===== src/rtl/div_seq_if.sv =====
// Divider handshake bundle between the EX stage and div_seq.
// Handshake: the EX stage holds start_i high (with operands stable) for as long as
// it owns a divide; the divider answers with a single-cycle ready_o pulse, and
// result_o is meaningful only in that cycle. stallreq_o stays high until then.
// state_o is a debug view of the controller state (0=IDLE,1=DIV_ZERO,2=DIV_ON,3=DIV_END).
interface div_seq_if #(
  parameter int DATA_W = 32
);
  logic                start_i;
  logic                signed_div_i;
  logic [DATA_W-1:0]   opdata1_i;
  logic [DATA_W-1:0]   opdata2_i;
  logic                annul_i;
  logic [2*DATA_W-1:0] result_o;
  logic                ready_o;
  logic                stallreq_o;
  logic [1:0]          state_o;

  modport slave (
    input  start_i, signed_div_i, opdata1_i, opdata2_i, annul_i,
    output result_o, ready_o, stallreq_o, state_o
  );

  modport master (
    output start_i, signed_div_i, opdata1_i, opdata2_i, annul_i,
    input  result_o, ready_o, stallreq_o, state_o
  );
endinterface


===== src/rtl/div_seq.sv =====
// Multi-cycle radix-2 restoring divider for the EX stage.
// Magnitudes are divided over DATA_W shift-subtract iterations, then a single
// fix-up cycle restores the signs of quotient and remainder for DIV.
module div_seq #(
  parameter int DATA_W = 32
) (
  input  logic      clk,
  input  logic      rst,
  div_seq_if.slave  bus
);
  localparam int                CNT_W    = $clog2(DATA_W + 1);
  localparam logic [CNT_W-1:0]  CNT_LAST = CNT_W'(DATA_W);
  localparam logic [DATA_W-1:0] ONE      = DATA_W'(1);

  typedef enum logic [1:0] {
    S_IDLE     = 2'd0,
    S_DIV_ZERO = 2'd1,
    S_DIV_ON   = 2'd2,
    S_DIV_END  = 2'd3
  } state_t;

  state_t              r_state;
  logic [CNT_W-1:0]    r_cnt;
  logic [DATA_W-1:0]   r_dividend;   // shifts out dividend bits, shifts in quotient bits
  logic [DATA_W-1:0]   r_divisor;
  logic [DATA_W-1:0]   r_rem;
  logic                r_q_neg;
  logic                r_r_neg;
  logic [2*DATA_W-1:0] r_result;
  logic                r_ready;

  logic                w_start;
  logic                w_op1_neg;
  logic                w_op2_neg;
  logic [DATA_W-1:0]   w_op1_abs;
  logic [DATA_W-1:0]   w_op2_abs;
  logic [DATA_W-1:0]   w_shift_lo;
  logic [DATA_W:0]     w_sub;
  logic                w_fits;
  logic [DATA_W-1:0]   w_rem_next;
  logic [DATA_W-1:0]   w_quot_fix;
  logic [DATA_W-1:0]   w_rem_fix;

  assign w_start   = bus.start_i & ~bus.annul_i;
  assign w_op1_neg = bus.signed_div_i & bus.opdata1_i[DATA_W-1];
  assign w_op2_neg = bus.signed_div_i & bus.opdata2_i[DATA_W-1];
  assign w_op1_abs = w_op1_neg ? (~bus.opdata1_i + ONE) : bus.opdata1_i;
  assign w_op2_abs = w_op2_neg ? (~bus.opdata2_i + ONE) : bus.opdata2_i;

  // One restoring step. The shifted partial remainder is DATA_W+1 bits wide; its
  // top bit is r_rem's MSB. If that bit is set the value already exceeds any
  // divisor, and the low DATA_W bits of the modular difference are exact.
  assign w_shift_lo = {r_rem[DATA_W-2:0], r_dividend[DATA_W-1]};
  assign w_sub      = {1'b0, w_shift_lo} - {1'b0, r_divisor};
  assign w_fits     = r_rem[DATA_W-1] | ~w_sub[DATA_W];
  assign w_rem_next = w_fits ? w_sub[DATA_W-1:0] : w_shift_lo;

  // Two's-complement sign restoration applied once after the last iteration.
  assign w_quot_fix = r_q_neg ? (~r_dividend + ONE) : r_dividend;
  assign w_rem_fix  = r_r_neg ? (~r_rem + ONE) : r_rem;

  // Stall drops in the DIV_END cycle so the pipeline advances with the result.
  assign bus.stallreq_o = bus.start_i & ~bus.annul_i & ~r_ready;
  assign bus.ready_o    = r_ready;
  assign bus.result_o   = r_result;
  assign bus.state_o    = r_state;

  // Controller FSM with datapath registers; annul wins over every busy transition.
  always_ff @(posedge clk or posedge rst) begin
    if (rst) begin
      r_state    <= S_IDLE;
      r_cnt      <= '0;
      r_dividend <= '0;
      r_divisor  <= '0;
      r_rem      <= '0;
      r_q_neg    <= 1'b0;
      r_r_neg    <= 1'b0;
      r_result   <= '0;
      r_ready    <= 1'b0;
    end else if (bus.annul_i && (r_state != S_IDLE)) begin
      r_state  <= S_IDLE;
      r_cnt    <= '0;
      r_result <= '0;
      r_ready  <= 1'b0;
    end else begin
      case (r_state)
        S_IDLE: begin
          r_ready <= 1'b0;
          if (w_start) begin
            r_cnt      <= '0;
            r_dividend <= w_op1_abs;
            r_divisor  <= w_op2_abs;
            r_rem      <= '0;
            r_q_neg    <= w_op1_neg ^ w_op2_neg;
            r_r_neg    <= w_op1_neg;
            r_state    <= (bus.opdata2_i == '0) ? S_DIV_ZERO : S_DIV_ON;
          end
        end
        S_DIV_ZERO: begin
          r_result <= '0;
          r_ready  <= 1'b1;
          r_state  <= S_DIV_END;
        end
        S_DIV_ON: begin
          if (r_cnt != CNT_LAST) begin
            r_rem      <= w_rem_next;
            r_dividend <= {r_dividend[DATA_W-2:0], w_fits};
            r_cnt      <= r_cnt + 1'b1;
          end else begin
            r_result <= {w_rem_fix, w_quot_fix};
            r_ready  <= 1'b1;
            r_state  <= S_DIV_END;
          end
        end
        default: begin
          r_ready <= 1'b0;
          r_state <= S_IDLE;
        end
      endcase
    end
  end
endmodule


===== src/flat_wrapper.sv =====
// flat-port wrapper written by rule: the top's interface ports become plain ports
module div_seq_flat 
#(
  parameter int DATA_W = 32
)
  (clk, rst, bus_start_i, bus_signed_div_i, bus_opdata1_i, bus_opdata2_i, bus_annul_i, bus_result_o, bus_ready_o, bus_stallreq_o, bus_state_o);
  div_seq_if #(.DATA_W(DATA_W)) bus_i ();
  input  logic clk;
  input  logic rst;
  input wire logic [$bits(bus_i.start_i)-1:0] bus_start_i;
  input wire logic [$bits(bus_i.signed_div_i)-1:0] bus_signed_div_i;
  input wire logic [$bits(bus_i.opdata1_i)-1:0] bus_opdata1_i;
  input wire logic [$bits(bus_i.opdata2_i)-1:0] bus_opdata2_i;
  input wire logic [$bits(bus_i.annul_i)-1:0] bus_annul_i;
  output wire logic [$bits(bus_i.result_o)-1:0] bus_result_o;
  output wire logic [$bits(bus_i.ready_o)-1:0] bus_ready_o;
  output wire logic [$bits(bus_i.stallreq_o)-1:0] bus_stallreq_o;
  output wire logic [$bits(bus_i.state_o)-1:0] bus_state_o;
  assign bus_i.start_i = bus_start_i;
  assign bus_i.signed_div_i = bus_signed_div_i;
  assign bus_i.opdata1_i = bus_opdata1_i;
  assign bus_i.opdata2_i = bus_opdata2_i;
  assign bus_i.annul_i = bus_annul_i;
  assign bus_result_o = bus_i.result_o;
  assign bus_ready_o = bus_i.ready_o;
  assign bus_stallreq_o = bus_i.stallreq_o;
  assign bus_state_o = bus_i.state_o;
  div_seq #(.DATA_W(DATA_W)) u_core (.clk(clk), .rst(rst), .bus(bus_i));
endmodule

===== config.mk =====
export PLATFORM = sky130hd
export DESIGN_NAME = div_seq_flat
export DESIGN_NICKNAME = d
export VERILOG_FILES = /design/src/rtl/div_seq_if.sv /design/src/rtl/div_seq.sv /design/src/flat_wrapper.sv
export SDC_FILE = /design/constraint.sdc
export NUM_CORES = 1
export LEC_CHECK = 0
export BUFFER_PORTS_ARGS = -buffer_cell sky130_fd_sc_hd__buf_4
export CAP_MARGIN = 20
export CORE_MARGIN = 2
export CORE_UTILIZATION = 45
export DETAILED_ROUTE_END_ITERATION = 7
export HOLD_SLACK_MARGIN = 0.02
export PLACE_DENSITY_LB_ADDON = 0.1
export SLEW_MARGIN = 40
export SYNTH_ARGS = -nofsm -noshare
export SYNTH_HDL_FRONTEND = slang
export SYNTH_SLANG_ARGS = --single-unit

===== constraint.sdc =====
create_clock -name clk -period 16.7 [get_ports clk]
set_input_delay 2.505 -clock clk [delete_from_list [all_inputs] [get_ports clk]]
set_output_delay 2.505 -clock clk [all_outputs]
set_load 0.005 [all_outputs]

**Word level (Yosys, flattened, before mapping)**

Cells that the tools add are included.
W data, S select, Z words.

- Register bits: 171
- Output and inout bits: 68
- Word-level logic and storage cells: 75

- Add/sub/neg operators: 6
- Eq/ne operators: 8
- Mux-type cells: 26
- Bitwise gates (word level): 14
- Reductions and logical operators: 12

Operators by type and width:

| cell | count |
|---|---|
| $mux W32 | 9 |
| $add A32 B1 Y32 const B | 4 |
| $mux W64 | 2 |
| $not A32 Y32 | 4 |
| $pmux W32 S2 | 2 |
| $pmux W64 S2 | 1 |
| $sub A32 B32 Y33 | 1 |
| $logic_not A32 Y1 | 1 |
| $mux W6 | 3 |
| $pmux W6 S2 | 1 |
| $mux W2 | 4 |
| $add A6 B1 Y6 const B | 1 |
| $ne A3 B1 Y1 const B | 2 |
| $ne A6 B6 Y1 const B | 1 |
| $pmux W2 S3 | 1 |
| $reduce_and A3 Y1 | 2 |
| $reduce_bool A3 Y1 | 2 |
| $and A1 B1 Y1 | 4 |
| $ne A2 B1 Y1 const B | 2 |
| $not A1 Y1 | 4 |
| $reduce_and A2 Y1 | 2 |
| $reduce_and A4 Y1 | 1 |
| $reduce_bool A2 Y1 | 2 |
| $ne A3 B2 Y1 const B | 1 |
| other kinds (8) | 9 |

**Logic depth before layout (Yosys ltp)**

Gate-level depths: netlist of the first run.

- Depth after elaboration: 6
- Mapped depth: 13
- Depth with buffers taken out: 12

**Worst setup path before layout of the first run**

OpenSTA, ideal clock, no wires.

- Kind: input port to output port
- From: in bus_annul_i
- To: out bus_stallreq_o
- Data arrival time: 2.744 ns
- Slack: 11.451 ns
- Stages: 2
- Cell sequence: nand2b_1 -> nor2_1

- Longest elaborated chain between the ends: 3

Ends and longest elaborated chain:

| what | RTL line | source |
|---|---|---|
| start: declaration | flat_wrapper.sv:14 | `input wire logic [$bits(bus_i.annul_i)-1:0] bus_annul_i;` |
| $not A1 Y1 | div_seq.sv:63 | `assign bus.stallreq_o = bus.start_i & ~bus.annul_i & ~r_ready;` |
| $and A1 B1 Y1 (2 in a row) | div_seq.sv:63 |  |
| end: declaration | flat_wrapper.sv:17 | `output wire logic [$bits(bus_i.stallreq_o)-1:0] bus_stallreq_o;` |

Every way passes these cells.

**Worst setup path after layout of the first run**

Same ends and word-level chain as after synthesis.

==> results.rst, run 1 <==
.. list-table::
   :header-rows: 1

   * - Metric
     - Value
   * - Post-synthesis cell area
     - 11200 um2
   * - Switching part of the total
     - 47.0%
   * - Largest cells by area after synthesis
     - sky130_fd_sc_hd__dfrtp_1, sky130_fd_sc_hd__o21ai_0, sky130_fd_sc_hd__xor2_1
   * - Row Count
     - 57
   * - Detail-routed net length per standard cell
     - 16.0 um
   * - Die footprint
     - 26100 um2
   * - IR drop worst, VDD
     - approximately 0.00012 V
   * - Top library cells by usage in the layout, fill and taps aside
     - sky130_fd_sc_hd__nand2_1, sky130_fd_sc_hd__o21ai_0, sky130_fd_sc_hd__dfrtp_1
   * - Antenna diode count
     - 0
   * - Synthesized instance count
     - 1349
   * - Most common library cell in the layout ignoring fill and taps
     - sky130_fd_sc_hd__nand2_1
   * - Number of warnings issued by yosys
     - 0
   * - Worst-Skew Late Latency
     - 0.44 ns
   * - Count of nets after finishing
     - 1560
   * - Pre-CTS worst setup slack
     - 11.21 ns
   * - FF-to-FF path depth
     - 12
   * - Sequential fraction of design power
     - 29.9%
   * - Power dissipated by switching net loads
     - ~1.2 mW
   * - Final hold violation count
     - 0
   * - Largest net degree at the start of global routing
     - between 90 and 100
   * - Top-area cell type share of the netlist area
     - 38.3%
   * - Clock network power share
     - between 10% and 20%
   * - Number of fillers in the final layout
     - 2326
   * - Class of the worst hold path
     - register to register
   * - Flip-flop and latch count after synthesis
     - around 170
   * - Total I/O pin count
     - 137
   * - Most area-hungry cell type in the Yosys netlist
     - sky130_fd_sc_hd__dfrtp_1
   * - Maximum fanout along the worst path
     - 5
   * - Pin slew with the least headroom to its limit
     - approximately 0.71 ns
   * - Critical Path Max Stage Delay
     - 0.15 ns
   * - Unrepaired setup endpoints after global routing
     - false
   * - F_max
     - 182 MHz
   * - Dominant cell type by count on the critical path
     - sky130_fd_sc_hd__buf_4
   * - Comb pwr share
     - a little under three fifths
   * - Period utilisation layout
     - 32.9%
   * - Drt total wl
     - 28.5 mm
   * - GR Util All Layers
     - between 20% and 30%
   * - Final Worst Setup Slack
     - 11.21 ns
   * - Initial core utilization
     - 45.9%
   * - Count of buffers added by post-CTS timing repair for setup
     - 0
   * - Leakage
     - 5.85 nW
   * - Crit. path cell count
     - 4
   * - HPWL after detailed placement
     - 21.3 mm
   * - Mean Syn Cell Area
     - 8.28 um2
   * - Maximum capacitance violations
     - 0
   * - Master cell of the clock root buffer
     - sky130_fd_sc_hd__clkbuf_16
   * - Skew final
     - approximately 0.015 ns
   * - Share of cells above drive strength 1
     - around 14%
   * - Portion of the post-synthesis area used by sequential elements
     - 38.3%
   * - Post-route DRC violation count
     - 0
   * - Number of enable-type register cells in the synthesized netlist
     - 0
   * - Number of hold buffers added after cts
     - 0
   * - Worst endpoint required time
     - 14.20 ns
   * - Remaining global-route overflow
     - 0
   * - Cell type of the slowest stage on the worst timing path
     - sky130_fd_sc_hd__nand2b_1
   * - Slew Limit Headroom
     - between 50% and 60%
   * - DRC violation total after the first TritonRoute iteration
     - between 600 and 700
   * - Critical path, cell by cell
     - buf_4 > nand2b_1 > nor2_1 > buf_4
   * - Critical path class
     - input pin to output pin
   * - Synth-to-Final Area Change
     - 16.8%
   * - Maximum root-to-sink buffer count
     - 2
   * - Final critical path time including I/O delays and setup
     - 5.49 ns
   * - R2r startpoint
     - u_core.r_dividend[31]$_DFFE_PP0P_
   * - Area inside the core boundary
     - 24300 um2
   * - Clock H-tree levels
     - 4
   * - Clock slew seen by the registers of the worst setup and hold paths
     - 0.07 ns
   * - CTS tree
     - built
   * - Min-Delay Startpoint
     - u_core.r_divisor[19]$_DFFE_PP0P_
   * - FFs w/ async S/R, synth
     - 100%
   * - Destination of the worst hold path
     - u_core.r_divisor[19]$_DFFE_PP0P_
   * - Flip-flop and latch area
     - 4280 um2
   * - Initial antenna violation count
     - 0
   * - Gate family responsible for the most delay along the worst path
     - simple AND/OR/NAND/NOR gates
   * - Minimum setup slack among reg-to-reg paths
     - 13.04 ns
   * - Via count of the first global-routing pass
     - 8954
   * - Prevailing post-synth register cell
     - sky130_fd_sc_hd__dfrtp_1
   * - CP Buf/Inv Count
     - 2
   * - Final Max Slew Viols
     - 0
   * - Kind of capture point of the worst setup path
     - output pin
   * - Wire length of the first global-routing pass
     - approximately 47 mm
   * - Detail-routed via count per cell
     - about 5.4
   * - Area of the multi-input gates
     - 6460 um2
   * - Outcome
     - complete, no violations
   * - Weighted congestion reported at the end of routability-driven placement
     - 0.905
   * - Endpoint of the lowest-slack register-to-register path
     - u_core.r_rem[23]$_DFFE_PP0P_
   * - Horizontal die dimension
     - 162 um
   * - Data arrival time of the critical path
     - about 3.0 ns
   * - Worst hold stages
     - 2
   * - Cell-internal power
     - 1.36 mW
   * - Distinct cell type count of the synthesized netlist
     - 63
   * - Via count
     - 9720
   * - Height of the die
     - 162 um
   * - Number of buffers added on ports
     - 136
   * - Total number of clock tree sinks
     - ~170
   * - Synthesized Nets
     - 1461
   * - ANT nets after route
     - 0
   * - Pre-Repair DR Iteration Count
     - 5
   * - Startpoint Class
     - input pin
   * - Post-CTS sizing
     - 0
   * - Final Setup Violations
     - 0
   * - Setup tns final
     - 0 ns
   * - Total CTS buffers
     - 17
   * - Power density over the cells
     - slightly below 200 nW/um2
==> metrics by stage <==
stage          std cells  utilization [%]  instance area, um2  hold WS [ns]  power (mW)
5_1_grt             1785             53.6               13000         0.500        2.80
3_5_place_dp        1753             51.3               12500         0.470        2.18
3_3_place_gp        1753             51.2               12400         0.461        2.15
4_1_cts             1785             53.6               13000         0.487        2.57
2_1_floorplan       1349                -               11200         0.446        1.74
6_report            1785             53.6               13000         0.478        2.57
==> cell families after synthesis <==
kind of cell	share of synthesized area [%]
buffers and inverters	4.23
DFF	38.3
and+or+nand+nor	16.9
AOI/OAI and AO/OA	23.7
muxes	0.817
adders and majority gates	4.88
xor gates and xnor gates	11.2
==> worst max-delay path by stage <==
stage	slack, ns	end	start
finish	11.21	bus_stallreq_o	bus_annul_i
global route	11.14	bus_stallreq_o	bus_annul_i
CTS	11.21	bus_stallreq_o	bus_annul_i
detailed placement	11.21	bus_stallreq_o	bus_annul_i
global placement	11.21	bus_stallreq_o	bus_annul_i
floorplan	9.56	u_core.bus.ready_o$_DFFE_PP0P_	rst
==> synth_stat cells, drive strengths merged, types with 2 or more instances <==
library cell / instances
nand3: 13
and3: 6
a32oi: 8
a21oi: 110
o31ai: 25
xnor2: 49
a21boi: 2
o31a: 2
nand4: 5
mux2i: 8
or2: 3
a211oi: 4
nor2b: 9
and4: 2
and2: 9
a2111oi: 2
inv: 62
nor4: 11
a31o: 2
o21ai: 213
nor3: 17
a22oi: 5
o21a: 4
dfrtp: 171
a22o: 15
nand2: 212
xor2: 94
or4: 16
clkbuf: 54
nand3b: 3
nand2b: 19
o211ai: 4
buf: 10
o41ai: 21
or3: 14
o21bai: 8
nor2: 69
a31oi: 3
ha: 42
a21o: 8
==> area by class of cell <==
| class | instances | area share (%) |
|---|---|---|
| Clock buffer | 18 | 3.37 |
| Clock inverter | 14 | 1.04 |
| Inverter | 62 | 1.82 |
| Multi-Input combinational cell | 1052 | 49.5 |
| Sequential cell | 171 | 32.8 |
| Tap cell | 324 | 3.11 |
| Timing Repair Buffer | 144 | 8.31 |
==> power groups by stage <==
stage	clock (mW)	sequential [mW]	combinational [mW]
after global placement	0	0.764	1.39
after floorplan	0	0.715	1.02
after CTS	0.396	0.764	1.41
after global routing	0.416	0.790	1.59
after detailed placement	0	0.772	1.41
final	0.387	0.766	1.41
==> worst register-to-register path, delay by kind of cell, from the launching register on <==
kind	cells	cell delay, ns
buffers and inverters	2	0.28
adder cells (fa/ha/maj)	2	0.44
AND/OR/NAND/NOR	2	0.44
flip-flops	1	0.39
AO/OA/AOI/OAI	6	1.96
==> flip-flops by register name, summed over array words and instances (netlist names) <==
name / cells
u_core.r_r_neg: 1
u_core.r_cnt: 6
u_core.bus.result_o: 64
u_core.r_rem: 32
u_core.r_divisor: 32
u_core.r_dividend: 32
u_core.r_q_neg: 1
u_core.bus.ready_o: 1
u_core.bus.state_o: 2
==> routing by layer <==
layer	track usage [%]	part of all wire (%)
met3	2.59	4.8
met4	5.64	1.0
met1	35.7	53
met2	31.3	41
met5	0	0
No activity file was read; power rests on OpenSTA's default activity.
==> run 2: changes to the inputs <==
- ABC_AREA: default -> 1
- clock period: 16.7 -> 5.3 ns (I/O delays scaled with it)
==> results.rst, run 2 <==
.. list-table::
   :header-rows: 1

   * - Metric
     - Value
   * - Via count of the first global-routing pass
     - 13000 (+45%)
   * - Most area-hungry cell type in the Yosys netlist
     - sky130_fd_sc_hd__dfrtp_1
   * - Final Worst Setup Slack
     - 2.05 ns (-9.16 ns)
   * - Leakage
     - 8.25 nW (+41%)
   * - Slew Limit Headroom
     - 47.4% (-5.6 points)
   * - Pre-CTS worst setup slack
     - 2.09 ns (-9.12 ns)
   * - Wire length of the first global-routing pass
     - 71.4 mm (+52%)
   * - Total number of clock tree sinks
     - 171 (unchanged)
   * - Most used standard cells in the synthesized netlist
     - sky130_fd_sc_hd__nand2_1, sky130_fd_sc_hd__inv_1, sky130_fd_sc_hd__nand3_1
   * - Period utilisation layout
     - 61.2%
   * - Top library cells by usage in the layout, fill and taps aside
     - sky130_fd_sc_hd__nand2_1, sky130_fd_sc_hd__inv_1, sky130_fd_sc_hd__nand3_1
   * - Final Setup Violations
     - 0 (unchanged)
   * - Pin slew with the least headroom to its limit
     - 0.788 ns (+0.0819 ns)
   * - Post-synthesis cell area
     - 13500 um2 (+21%)
   * - Share of synthesized area spent on multiplexers
     - 0% (-0.82 points)
   * - Count of nets after finishing
     - 2373 (+52%)
   * - Most common library cell in the layout ignoring fill and taps
     - sky130_fd_sc_hd__nand2_1
   * - Antenna diode count
     - 0 (unchanged)
   * - Power density over the cells
     - 704 nW/um2 (+260%)
   * - Critical Path Max Stage Delay
     - 0.45 ns (+0.30 ns)
   * - Data arrival time of the critical path
     - 3.60 ns (+0.62 ns)
   * - Met3 wirelength from detailed routing
     - 3.79 mm (+180%)
   * - XOR/XNOR Fraction of Synth Area
     - 3.25% (-8.0 points)
   * - Met1 Wirelength
     - 22.1 mm (+46%)
   * - Kind of capture point of the worst setup path
     - register
   * - Synthesized-area fraction occupied by ao, oa, aoi and oai cells
     - 11.8% (-12 points)
   * - Startpoint Class
     - register
   * - IR drop worst, VDD
     - 0.000278 V (+120%)
   * - Setup tns final
     - 0 ns (unchanged)
   * - Number of warnings issued by yosys
     - 0 (unchanged)
   * - Instance area at placement
     - 14800 um2 (+19%)
   * - DRC violation total after the first TritonRoute iteration
     - 1172 (+76%)
   * - Initial antenna violation count
     - 0 (unchanged)
   * - GR Util All Layers
     - 29.3% (+7.1 points)
   * - Die footprint
     - 31400 um2 (+20%)
   * - Count of buffers added by post-CTS timing repair for setup
     - 0 (unchanged)
   * - CP Buf/Inv Count
     - 3 (+1)
   * - Prevailing post-synth register cell
     - sky130_fd_sc_hd__dfrtp_1
   * - Largest net degree at the start of global routing
     - 91 (-6.2%)
   * - Via count
     - 14200 (+46%)
   * - Detail-routed net length per standard cell
     - 17.1 um (+6.7%)
   * - Share of synthesized cell area in and, or, nand and nor gates
     - 37.7% (+21 points)
   * - Total CTS buffers
     - 17 (unchanged)
   * - Adder-cell share of the synthesized area
     - 4.04% (-0.84 points)
   * - Total I/O pin count
     - 137 (unchanged)
   * - Post-CTS sizing
     - 0 (unchanged)
   * - Area of the multi-input gates
     - 7680 um2 (+19%)
   * - Final critical path time including I/O delays and setup
     - 3.25 ns
   * - Final hold violation count
     - 0 (unchanged)
   * - Final design utilization
     - 52.2% (-1.4 points)
   * - Top Metal Used
     - met4
   * - FFs w/ async S/R, synth
     - 100% (unchanged)
   * - Top-area cell type share of the netlist area
     - 31.7% (-6.6 points)
   * - Mean Syn Cell Area
     - 6.24 um2 (-25%)
   * - Worst-Skew Late Latency
     - 0.45 ns (about the same)
   * - Cell type of the slowest stage on the worst timing path
     - sky130_fd_sc_hd__buf_4
   * - Dominant combinational cell family by area after synthesis
     - simple AND/OR/NAND/NOR gates
   * - Maximum root-to-sink buffer count
     - 2 (unchanged)
   * - Worst endpoint required time
     - 5.66 ns (-8.54 ns)
   * - Maximum capacitance violations
     - 0 (unchanged)
   * - Max reg flops
     - 64 (unchanged)
   * - Flip-flop and latch count after synthesis
     - 171 (unchanged)
   * - Minimum setup slack among reg-to-reg paths
     - 2.05 ns (-10.99 ns)
   * - Number of buffers added on ports
     - 136 (unchanged)
   * - Class of the worst hold path
     - input pin to async pin
   * - Number of enable-type register cells in the synthesized netlist
     - 0 (unchanged)
   * - R2r startpoint
     - u_core.bus.state_o[0]$_DFFE_PP0P_
   * - Share of cells above drive strength 1
     - 9.81% (-4.0 points)
   * - Clock slew seen by the registers of the worst setup and hold paths
     - 0.07 ns (about the same)
   * - Distinct cell type count of the synthesized netlist
     - 50 (-21%)
   * - Remaining global-route overflow
     - 0 (unchanged)
   * - Critical path class
     - register to register
   * - Library cell with the highest instance count after synthesis
     - sky130_fd_sc_hd__nand2_1
   * - Total met2 wirelength after detailed routing
     - 18.6 mm (+59%)
   * - Largest cells by area after synthesis
     - sky130_fd_sc_hd__dfrtp_1, sky130_fd_sc_hd__nand2_1, sky130_fd_sc_hd__inv_1
   * - Height of the die
     - 177 um (+9.6%)
   * - Portion of the post-synthesis area used by sequential elements
     - 31.7% (-6.6 points)
   * - Flip-flop and latch area
     - 4280 um2 (about the same)
   * - ANT nets after route
     - 0 (unchanged)
   * - Initial core utilization
     - 45.6% (-0.32 points)
   * - Number of hold buffers added after cts
     - 0 (unchanged)
   * - Critical path, cell by cell
     - inv_1 > ha_1 > buf_4 > nand2_1 > o21ai_1 > nand2_2 > buf_4 > a21oi_1 > o21ai_0 > o21ai_0
   * - Endpoint of the lowest-slack register-to-register path
     - u_core.r_dividend[19]$_DFFE_PP0P_
   * - Unrepaired setup endpoints after global routing
     - false
   * - Maximum fanout along the worst path
     - 41 (+36)
   * - Synthesized instance count
     - 2161 (+60%)
   * - Weighted congestion reported at the end of routability-driven placement
     - 0.956 (+5.7%)
   * - Post-route worst hold slack
     - 0.458 ns (-0.0201 ns)
   * - Synth-to-Final Area Change
     - 14.4%
   * - Horizontal die dimension
     - 177 um (+9.6%)
   * - FF-to-FF path depth
     - 10 (-2)
   * - HPWL after detailed placement
     - 35.9 mm (+69%)
   * - Number of fillers in the final layout
     - 3068 (+32%)
   * - Master cell of the clock root buffer
     - sky130_fd_sc_hd__clkbuf_16
   * - Row Count
     - 63 (+11%)
   * - Summed area of non-filler cells in the final layout
     - 15400 um2 (+18%)
   * - Skew final
     - 0.0113 ns (-0.00415 ns)
   * - Final Max Slew Viols
     - 0 (unchanged)
   * - Post-route DRC violation count
     - 0 (unchanged)
   * - Detail-routed via count per cell
     - 5.33 (-2.1%)
   * - Drt total wl
     - 45.4 mm (+59%)
   * - Area inside the core boundary
     - 29600 um2 (+22%)
   * - Pre-Repair DR Iteration Count
     - 7 (+2)
   * - F_max
     - 308 MHz
   * - Gate family responsible for the most delay along the worst path
     - compound AO/OA/AOI/OAI gates
   * - CTS tree
     - built
   * - Clock H-tree levels
     - 4 (unchanged)
   * - Synthesized Nets
     - 2273 (+56%)
   * - Outcome
     - complete, no violations
   * - CP Launch Point
     - u_core.bus.state_o[0]$_DFFE_PP0P_
==> run 2: per-stage QoR <==
stage / instances / total power, mW
final: 2664 / 10.9
after global routing: 2664 / 11.9
after CTS: 2664 / 10.8
after detailed placement: 2632 / 9.38
after global placement: 2629 / 9.30
after floorplan: 2161 / 6.14
==> run 2: power breakdown <==
part | switching, mW | total (mW) | leakage (nW) | internal, mW
registers | 0.689 | 2.58 | 2.22 | 1.89
logic | 4.65 | 6.94 | 5.73 | 2.30
clock network | 0.596 | 1.35 | 0.300 | 0.755
==> run 2: area by class of cell <==
cell class                      instances  area share, %
Timing Repair Buffer                  145           7.36
Clock inverter                         14           1.18
Sequential cell                       171           27.7
Tap cell                              390           3.16
Inverter                              329           8.03
Clock buffer                           18           2.78
Multi-Input combinational cell       1597           49.7
==> run 2: worst reg2reg max path, stage by stage (launching register included) <==
cell and delay [ns]:
sky130_fd_sc_hd__dfrtp_1 0.41, sky130_fd_sc_hd__inv_1 0.13, sky130_fd_sc_hd__ha_1 0.16, sky130_fd_sc_hd__buf_4 0.37, sky130_fd_sc_hd__nand2_1 0.22, sky130_fd_sc_hd__o21ai_1 0.19, sky130_fd_sc_hd__nand2_2 0.44, sky130_fd_sc_hd__buf_4 0.45
sky130_fd_sc_hd__a21oi_1 0.34, sky130_fd_sc_hd__o21ai_0 0.30, sky130_fd_sc_hd__o21ai_0 0.15
==> run 2: worst max-delay path by stage <==
| stage | to | slack [ns] | depth (start not counted) |
|---|---|---|---|
| 2_1_floorplan | u_core.bus.ready_o$_DFFE_PP0P_ | 2.32 | 1 |
| 3_3_place_gp | u_core.r_dividend[19]$_DFFE_PP0P_ | 2.19 | 10 |
| 3_5_place_dp | u_core.bus.result_o[46]$_DFFE_PP0P_ | 2.09 | 9 |
| 4_1_cts | u_core.bus.result_o[14]$_DFFE_PP0P_ | 2.09 | 9 |
| 5_1_grt | u_core.bus.result_o[54]$_DFFE_PP0P_ | 1.70 | 9 |
| 6_report | u_core.r_dividend[19]$_DFFE_PP0P_ | 2.05 | 10 |
==> run 2: cell families after synthesis <==
kind of cell,after synthesis
simple gates,1206
flops,171
buf+inv,393
fa+ha+maj,43
xor+xnor,50
compound gates,298
==> run 2: routing by layer <==
| layer | track usage [%] | vias to the layer above |
|---|---|---|
| met4 | 7.54 | 0 |
| met1 | 44.6 | 6542 |
| li1 | - | 7071 |
| met3 | 5.91 | 52 |
| met5 | 0 | - |
| met2 | 42.0 | 538 |
==> run 3: changes to the inputs <==
- ABC_AREA: 1 -> 0
- clock period: 5.3 -> 2.63 ns (I/O delays scaled with it)
==> results.rst, run 3 (synthesis gave the netlist of run 1 again) <==
.. list-table::
   :header-rows: 1

   * - Metric
     - Value
   * - Minimum setup slack among reg-to-reg paths
     - -0.39 ns (-2.45 ns)
   * - Clock H-tree levels
     - 4 (unchanged)
   * - Critical path class
     - register to register
   * - Placed cell count
     - 1923 (-27%)
   * - Largest net degree at the start of global routing
     - 102 (+12%)
   * - Gate family responsible for the most delay along the worst path
     - simple AND/OR/NAND/NOR gates
   * - Instance area at placement
     - 13900 um2 (-6.2%)
   * - Final Worst Setup Slack
     - -0.392 ns (-2.45 ns)
   * - Outcome
     - complete, but fails checks
   * - Leakage
     - 7.11 nW (-14%)
   * - Startpoint Class
     - register
   * - Wire length of the first global-routing pass
     - 52.0 mm (-27%)
   * - Weighted congestion reported at the end of routability-driven placement
     - 0.913 (-4.5%)
   * - Kind of capture point of the worst setup path
     - register
   * - Final Setup Violations
     - 52 (+52)
   * - Total CTS buffers
     - 17 (unchanged)
   * - Die footprint
     - 26100 um2 (-17%)
   * - Total number of clock tree sinks
     - 171 (unchanged)
   * - Detail-routed net length per standard cell
     - 16.4 um (-4.0%)
   * - Final Max Slew Viols
     - 0 (unchanged)
   * - Top library cells by usage in the layout, fill and taps aside
     - sky130_fd_sc_hd__buf_4, sky130_fd_sc_hd__nand2_1, sky130_fd_sc_hd__dfrtp_1
   * - Power density over the cells
     - 1370 nW/um2 (+94%)
   * - Critical Path Max Stage Delay
     - 0.54 ns (+0.09 ns)
   * - CP Buf/Inv Count
     - 0 (-3)
   * - Final hold violation count
     - 0 (unchanged)
   * - Number of non-filler instances in the completed layout
     - 1985 (-25%)
   * - CP Launch Point
     - u_core.r_rem[5]$_DFFE_PP0P_
   * - IR drop worst, VDD
     - 0.000724 V (+160%)
   * - Maximum fanout along the worst path
     - 3 (-93%)
   * - Crit. path cell count
     - 9 (-1)
   * - Worst-Skew Late Latency
     - 0.43 ns (-0.02 ns)
   * - Master cell of the clock root buffer
     - sky130_fd_sc_hd__clkbuf_16
   * - Most common library cell in the layout ignoring fill and taps
     - sky130_fd_sc_hd__buf_4
   * - Worst endpoint required time
     - 2.93 ns (-2.73 ns)
   * - FF-to-FF path depth
     - 9 (-1)
   * - DRC violation total after the first TritonRoute iteration
     - 802 (-32%)
   * - Min-Delay Startpoint
     - bus_opdata2_i[25]
   * - ANT nets after route
     - 0 (unchanged)
   * - Violations in the final reports
     - negative setup slack
   * - Remaining global-route overflow
     - 0 (unchanged)
   * - Setup tns final
     - -6.81 ns (-6.81 ns)
   * - Cell type of the slowest stage on the worst timing path
     - sky130_fd_sc_hd__or4_4
   * - Drt total wl
     - 32.5 mm (-28%)
   * - Detail-routed via count per cell
     - 5.40 (+1.2%)
   * - Maximum root-to-sink buffer count
     - 2 (unchanged)
   * - Skew final
     - 0.0116 ns (+0.000374 ns)
   * - Number of buffers added on ports
     - 136 (unchanged)
   * - Total I/O pin count
     - 137 (unchanged)
   * - Class of the worst hold path
     - input pin to register
   * - Row Count
     - 57 (-9.5%)
   * - Count of nets after finishing
     - 1760 (-26%)
   * - Antenna diode count
     - 0 (unchanged)
   * - Height of the die
     - 162 um (-8.8%)
   * - Data arrival time of the critical path
     - 3.32 ns (-0.28 ns)
   * - Dominant cell type by count on the critical path
     - sky130_fd_sc_hd__or4_4
   * - Post-route DRC violation count
     - 0 (unchanged)
   * - Max reg flops
     - 64 (unchanged)
   * - Initial antenna violation count
     - 0 (unchanged)
   * - F_max
     - 331 MHz (+7.4%)
   * - Clock slew seen by the registers of the worst setup and hold paths
     - 0.07 ns (about the same)
   * - R2r startpoint
     - u_core.r_rem[5]$_DFFE_PP0P_
   * - Share of cells above drive strength 1
     - 32.3% (+23 points)
   * - Period utilisation layout
     - 115% (+54 points)
   * - Area inside the core boundary
     - 24300 um2 (-18%)
   * - Critical path, cell by cell
     - or4_4 > or3_4 > or4_4 > nand2b_4 > or4_4 > o21a_1 > a21oi_2 > xor2_1 > o21ai_1
   * - Unrepaired setup endpoints after global routing
     - true
   * - Via count of the first global-routing pass
     - 10100 (-22%)
   * - Critical path endpoint
     - u_core.bus.result_o[62]$_DFFE_PP0P_
   * - Pre-Repair DR Iteration Count
     - 5 (-2)
   * - Synth-to-Final Area Change
     - 40.3%
   * - CTS tree
     - built
   * - Via count
     - 10700 (-25%)
   * - Horizontal die dimension
     - 162 um (-8.8%)
   * - HPWL after detailed placement
     - 23.4 mm (-35%)
   * - Final critical path time including I/O delays and setup
     - 3.02 ns (-0.223 ns)
   * - Total power
     - 21.5 mW (+97%)
   * - Summed area of non-filler cells in the final layout
     - 15700 um2 (+1.6%)
   * - Endpoint of the lowest-slack register-to-register path
     - u_core.bus.result_o[62]$_DFFE_PP0P_
   * - Pin slew with the least headroom to its limit
     - 0.738 ns (-0.0499 ns)
   * - Initial core utilization
     - 45.9% (+0.32 points)
   * - Maximum capacitance violations
     - 0 (unchanged)
   * - GR Util All Layers
     - 24.6% (-4.8 points)
   * - Slew Limit Headroom
     - 50.6% (+3.2 points)
run 3: cell types whose count changed in the layout (fill, tap and decap cells not counted), moves of 16 or more:
cell                       before  now
sky130_fd_sc_hd__nand2_1      692  193
sky130_fd_sc_hd__inv_1        318   59
sky130_fd_sc_hd__nand3_1      218    9
sky130_fd_sc_hd__buf_4        141  319
sky130_fd_sc_hd__nor2_1       187   62
sky130_fd_sc_hd__xor2_1        35   92
sky130_fd_sc_hd__xnor2_1       15   45
sky130_fd_sc_hd__o21ai_0      134  160
sky130_fd_sc_hd__nand4_1       28    5
sky130_fd_sc_hd__nor3_1        33   14
sky130_fd_sc_hd__o21ai_2        2   20
sky130_fd_sc_hd__nand2b_1       0   16
run 3: power breakdown:
group / switching, mW / internal [mW]
clock network: 1.20 / 1.40
logic: 7.59 / 6.64
registers: 0.943 / 3.70
total: 9.73 / 11.7
run 3: area by class of cell:
class | count | area (um2)
fill | 2079 | 8640
multi-input combinational | 1053 | 7370
sequential | 171 | 4280
timing repair buffer | 343 | 2790
clock buffer | 19 | 453
tap | 324 | 405
inverter | 62 | 236
clock inverter | 13 | 146
run 3: worst reg2reg max path: cells and delay by family, from the launching register on:
family	cells	cell delay, ns
AND/OR/NAND/NOR	5	1.96
AO/OA/AOI/OAI	3	0.42
flip-flops	1	0.38
XOR/XNOR	1	0.15
run 3: repair_timing:
item	in CTS	in global routing
hold endpoints to repair	16	0
gates cloned	6	0
gates resized for setup	135	86
pin swaps	70	54
setup buffers	20	10
endpoints found under the setup margin	55	67
hold buffers	1	0
run 3: worst min-delay path by stage:
| stage | end | slack, ns | depth (start not counted) |
|---|---|---|---|
| 2_1_floorplan | u_core.r_cnt[5]$_DFFE_PP0P_ | 0.45 | 1 |
| 3_3_place_gp | u_core.bus.result_o[10]$_DFFE_PP0P_ | 0.44 | 2 |
| 4_1_cts | u_core.r_divisor[25]$_DFFE_PP0P_ | 0.25 | 3 |
| 3_5_place_dp | u_core.bus.result_o[4]$_DFFE_PP0P_ | 0.45 | 2 |
| 6_report | u_core.r_divisor[25]$_DFFE_PP0P_ | 0.26 | 3 |
| 5_1_grt | u_core.r_divisor[12]$_DFFE_PP0P_ | 0.27 | 3 |
run 3: through the flow:
step                      utilization [%]  hold WS (ns)  worst slack (ns)
after floorplan                         -         0.446            -0.402
after global placement               57.1         0.443            -0.395
after detailed placement             57.1         0.451            -0.408
after CTS                            62.7         0.255            -0.388
after global routing                 64.5         0.265            -0.487
final                                64.5         0.262            -0.392
run 3: routing by layer:
layer	routed length, um	GRT usage [%]	vias up
met1	16400	37.9	5084
met3	1400	2.70	28
li1	-	-	5367
met5	0	0	-
met4	429	5.84	0
met2	14300	36.8	234
